File: src/rtl/rf_write_arbiter.sv
// Register-file write-port arbiter: pipeline writeback has priority; external loader is forced after MAXWAIT denials.
// Optional macro RF_WR_ARB_FORWARD_EN compiles in write-to-read forwarding onto rs_o/rt_o.
module rf_write_arbiter #(
    parameter int unsigned R       = 4,
    parameter int unsigned D       = 16,
    parameter int unsigned MAXWAIT = 4
) (
    input  logic         clk_i,
    input  logic         rst_i,
    input  logic         wb_valid_i,
    input  logic [R-1:0] wb_addr_i,
    input  logic [D-1:0] wb_data_i,
    output logic         wb_ready_o,
    input  logic         ext_valid_i,
    input  logic [R-1:0] ext_addr_i,
    input  logic [D-1:0] ext_data_i,
    output logic         ext_ready_o,
    output logic         we3_o,
    output logic [R-1:0] wa3_o,
    output logic [D-1:0] wd3_o,
    input  logic [R-1:0] ra1_i,
    input  logic [R-1:0] ra2_i,
    input  logic [D-1:0] rs_raw_i,
    input  logic [D-1:0] rt_raw_i,
    output logic [D-1:0] rs_o,
    output logic [D-1:0] rt_o,
    output logic         ext_forced_o
);

    typedef enum logic {
        WB_PRI    = 1'b0,
        FORCE_EXT = 1'b1
    } state_t;

    state_t     state;
    logic [3:0] wait_cnt;
    logic [3:0] wait_nxt;
    logic       ext_denied;

    always_comb begin
        wb_ready_o  = 1'b0;
        ext_ready_o = 1'b0;
        if (rst_i) begin
            if (state == FORCE_EXT) begin
                ext_ready_o = ext_valid_i;
            end else begin
                wb_ready_o  = wb_valid_i;
                ext_ready_o = ext_valid_i && !wb_valid_i;
            end
        end
    end

    assign ext_denied = ext_valid_i && !ext_ready_o;
    assign wait_nxt   = wait_cnt + 4'd1;

    // FORCE_EXT never denies ext, so it always falls back to WB_PRI after one cycle
    always_ff @(posedge clk_i or negedge rst_i) begin
        if (!rst_i) begin
            state        <= WB_PRI;
            wait_cnt     <= '0;
            ext_forced_o <= 1'b0;
            we3_o        <= 1'b0;
            wa3_o        <= '0;
            wd3_o        <= '0;
        end else begin
            we3_o <= wb_ready_o || ext_ready_o;
            if (ext_ready_o) begin
                wa3_o <= ext_addr_i;
                wd3_o <= ext_data_i;
            end else if (wb_ready_o) begin
                wa3_o <= wb_addr_i;
                wd3_o <= wb_data_i;
            end

            if (ext_denied) begin
                wait_cnt <= wait_nxt;
                if (wait_nxt == 4'(MAXWAIT)) begin
                    state        <= FORCE_EXT;
                    ext_forced_o <= 1'b1;
                end
            end else begin
                wait_cnt     <= '0;
                state        <= WB_PRI;
                ext_forced_o <= 1'b0;
            end
        end
    end

`ifdef RF_WR_ARB_FORWARD_EN
    assign rs_o = (we3_o && (wa3_o == ra1_i)) ? wd3_o : rs_raw_i;
    assign rt_o = (we3_o && (wa3_o == ra2_i)) ? wd3_o : rt_raw_i;
`else
    logic unused_rd_addr;
    assign unused_rd_addr = ^{ra1_i, ra2_i};
    assign rs_o = rs_raw_i;
    assign rt_o = rt_raw_i;
`endif

endmodule

File: config.mk
export PLATFORM = sky130hd
export DESIGN_NAME = rf_write_arbiter
export DESIGN_NICKNAME = d
export VERILOG_FILES = /design/src/rtl/rf_write_arbiter.sv
export SDC_FILE = /design/constraint.sdc
export NUM_CORES = 1
export LEC_CHECK = 0
export ABC_AREA = 1
export CORE_MARGIN = 1.5
export CORE_UTILIZATION = 27
export DETAILED_ROUTE_END_ITERATION = 10
export HOLD_SLACK_MARGIN = 0.1
export PLACE_DENSITY = 0.74
export SLEW_MARGIN = 20
export SYNTH_ARGS = -nofsm -noshare
export SYNTH_HDL_FRONTEND = slang
export SYNTH_SLANG_ARGS = --single-unit
File: constraint.sdc
create_clock -name clk_i -period 1.1 [get_ports clk_i]
set_clock_uncertainty 0.1 [all_clocks]
set_input_delay 0.33 -clock clk_i [delete_from_list [all_inputs] [get_ports clk_i]]
set_output_delay 0.33 -clock clk_i [all_outputs]
set_load 0.01 [all_outputs]
Word level (Yosys, flattened, before mapping)
Cells that the tools add are included. Widths: inputs -> output; s select.

Output and inout bits: 56. Register bits after elaboration: 26. Input bits: 84. Word-level logic and storage cells: 25.

Equality and inequality tests: 2. Add/subtract/negate cells: 1. Muxes and demuxes: 11. Reduce and logical (&&, ||, !) cells: 6.

Operator list (count): $mux 16 (2); $mux 4 (3); $mux 1 (6); $add 4x1->4 const B (1); $eq 4x3->1 const B (1); $logic_and 1x1->1 (2); $logic_not 1->1 (2); $ne 2x1->1 const B (1); $reduce_bool 2->1 (1); $logic_or 1x1->1 (1).

Depth between registers and ports, before layout
Depth after elaboration: 7. Gate-level depth with buffers: 7. Mapped depth without buffers: 7.

Worst setup path after synthesis
Ideal clock, no wire load.

Kind: register -> output. Start: reg state. End: out ext_ready_o. Stages on the path, launching flop included: 6. Setup slack: -126 ps. Path buffers: 1. Data arrival time: 796 ps. Required time: 670 ps. Path through: dfrtp_1 > inv_2 > nand2_1 > nand3_2 > inv_2 > buf_6.

Word-level cells in the longest chain between the ends: 2.

Ends and longest elaborated chain: start, declared (RTL line 35) `state_t state;`; start signal, assigned (RTL line 59) `state <= WB_PRI;`; start signal, assigned (RTL line 78) `state <= FORCE_EXT;`; start signal, assigned (RTL line 83) `state <= WB_PRI;`; $mux 1 (RTL line 44) `if (state == FORCE_EXT) begin`; $mux 1 (RTL line 43) `if (rst_i) begin`; end, declared (RTL line 17) `output logic ext_ready_o,`.

Every way passes these cells.

Worst setup path after layout
Ends and elaborated chain as after synthesis.

==> results.ini <==
[sta]
relSlewSlack=0.8388
post-route-min-period_ns=1.483
fin_hold_ws_ns=0.08672
setup_ws_ns=-0.3834
finalSetupViolations=49
period_share=1.349
max_freq_ghz=0.6741
hold_viol=0
tightest_slew_ns=0.2417
slew_violations=0
rsz0062_at_grt=yes

[power]
ir_worst_vdd_v=0.0005472
combPwrFrac=0.301
powerDensity_mw_per_mm2=1117
power_frac_clock=0.249
power.switching_uw=680.1
pwr-share-seq=0.450
internal_power_mw=1.821
p_leak_nw=1.101
switching_share=0.2719

[flow_run]
drv_cap=0

[critical_path]
rr_worst_depth=7
rrSetupSlack_ns=-0.27
end_kind=primary output
crit_path_max_incr_delay_ns=0.41
crit_end=ext_ready_o
cp-startpoint=state
worstReg2RegEnd=wd3_o[7]
critPathArrivalTime_ns=1.05
crit_fanout=3
path_class=register to primary output
slowest_stage=dfrtp_1
cp-start-kind=register
timing.critical_path.cells=inv_2 > nand2_2 > nand3_2 > inv_2 > buf_6
cpMostUsedCell=inv_2
timing.rr.start=state
crit_required_ns=0.67

[yosys]
synth_top_area_cell=dfrtp_1
synth.avg_cell_area_um2=8.334
synthMostInstantiatedCell=nand2_1
synth_common_cells=nand2_1 (49), nand3_1 (41), buf_4 (33), dfrtp_1 (26), buf_6 (6)
synth_area_leaders=dfrtp_1 (44%), buf_4 (17%), nand3_1 (14%)
synth_seq_cells=26
yosysSeqAreaShare=0.4411
ys_types=14
synth-edff-count=0
syn-num-nets=263
yosys_warnings=0
synthArstFlopShare=1.000
synthCells=177
synth_top_area_share=0.4411
ys.flop_type=dfrtp_1
syn_area_mm2=0.001475

[route]
drt-pass1-iter-count=4
drt_iter0_markers=36
via_per_inst=4.455
remaining_drc_errors=0
ant_nets=0
wire_per_inst_um=13.62
drt-total-wl_um=4194
vias=1372

[worst_hold_path]
hold_class=input pin to async pin

[floorplan]
pin_count=140
core_mm2=0.005172
fp.dieW_um=76.92
die_y_um=76.92
rows=26
dieArea_mm2=0.005916
start_util=0.2852

[clocking]
worstSkewPairLatency_ns=0.27
cts_buffer_depth=2
cts.htree.levels=1
tritoncts=yes
clock_sinks=26
clk_pin_slew_ns=0.10
cts_buffers=3
ctsRootBufferMaster=clkbuf_8

[global_routing]
grt_pass1_wl_um=6486
grt_max_degree=21
antenna_found_initial=0
grt.overflow.total=0
grt_pass1_vias=1377
track_usage=0.1365

[status]
violations=setup timing
status=finished with violations

[placement]
dp_slack_ns=-0.9995
portBuffers=67
dp_hpwl_um=2776
gp_congestion=0.6964

[finish]
syn2layout_area_growth_pct=51.82
drive_above_1_share=0.3067
antenna_cells=0
nNetsFinal=325

[cell type report]
| class | count | area, µm² |
|---|---|---|
| well taps | 70 | 87.58 |
| repair buffers | 97 | 910.9 |
| flip-flops and latches | 26 | 650.6 |
| fillers | 530 | 2933 |
| inverters | 9 | 36.28 |
| clock buffers | 4 | 55.05 |
| multi-input cells | 102 | 499.2 |
[sequential cells by signal, summed over array words and instances (netlist names)]
register / flops
state: 1
wa3_o: 4
wait_cnt: 4
wd3_o: 16
we3_o: 1
[power groups by stage]
stage | Sequential (mW) | Combinational (mW) | Clock [mW]
5_1_grt | 1.14 | 0.818 | 0.688
3_3_place_gp | 1.14 | 0.705 | 0
4_1_cts | 1.12 | 0.673 | 0.650
2_1_floorplan | 1.19 | 0.312 | 0
3_5_place_dp | 1.14 | 0.715 | 0
6_report | 1.12 | 0.753 | 0.623
[through the flow]
stage          total power, mW  cell area [µm²]  std cells  utilization  setup TNS (ns)
2_1_floorplan            1.504             1478        177            -         -0.6721
3_3_place_gp             1.846             2038        287       0.3940          -30.36
3_5_place_dp             1.859             2038        287       0.3940          -31.18
4_1_cts                  2.445             2118        298       0.4095          -8.843
5_1_grt                  2.644             2240        308       0.4330          -11.30
6_report                 2.501             2240        308       0.4330          -8.923
[critical path, delay by kind of cell, from the launching register on]
kind | cells | cell delay [ns]
buf+inv | 3 | 0.25
flops | 1 | 0.41
simple gates | 2 | 0.13
[what timing repair did]
action                     in CTS  in global routing
hold endpoints to repair       26                 26
cloned                          1                  1
setup endpoints to repair      50                 49
resized for setup             117                  8
pin swaps                       0                  1
setup buffers                   6                  9
[kinds of logic (layout without fill, tap and decap cells)]
logic type               count (synthesis)  in the layout  share of synthesized area
AND/OR/NAND/NOR                         99             99                     0.2986
adder cells (fa/ha/maj)                  2              2                    0.01696
flip-flops                              26             26                     0.4410
buffers and inverters                   49            110                     0.2400
AO/OA/AOI/OAI                            1              1                   0.003389
[cell usage in the layout, fill, tap and decap left out]
cell	instances
a21oi_2	1
inv_1	5
ha_2	1
buf_2	20
nand2_4	2
clkdlybuf4s15_2	1
clkdlybuf4s50_1	40
bufbuf_16	1
nand3_2	2
nand2_2	1
inv_4	1
ha_1	1
nand3_1	41
clkbuf_16	1
nor2_2	3
nand4_1	1
nor2_1	2
inv_2	3
clkbuf_8	4
dfrtp_1	26
buf_8	1
nand2_1	47
buf_12	4
dlygate4sd2_1	2
buf_4	20
buf_6	7
[worst min-delay path by stage]
stage | endpoint | slack (ns)
floorplan | state | -0.07
global placement | wd3_o[13] | 0.36
detailed placement | wd3_o[13] | 0.37
CTS | wd3_o[12] | 0.08
global route | wd3_o[8] | 0.08
finish | wd3_o[8] | 0.09
[metal layers]
metal,track usage,wire [µm]
met1,0.1524,1755
met2,0.2504,2092
met3,0.03571,318
met4,0.04259,29
met5,0,0
No activity file was read; power rests on OpenSTA's default activity.
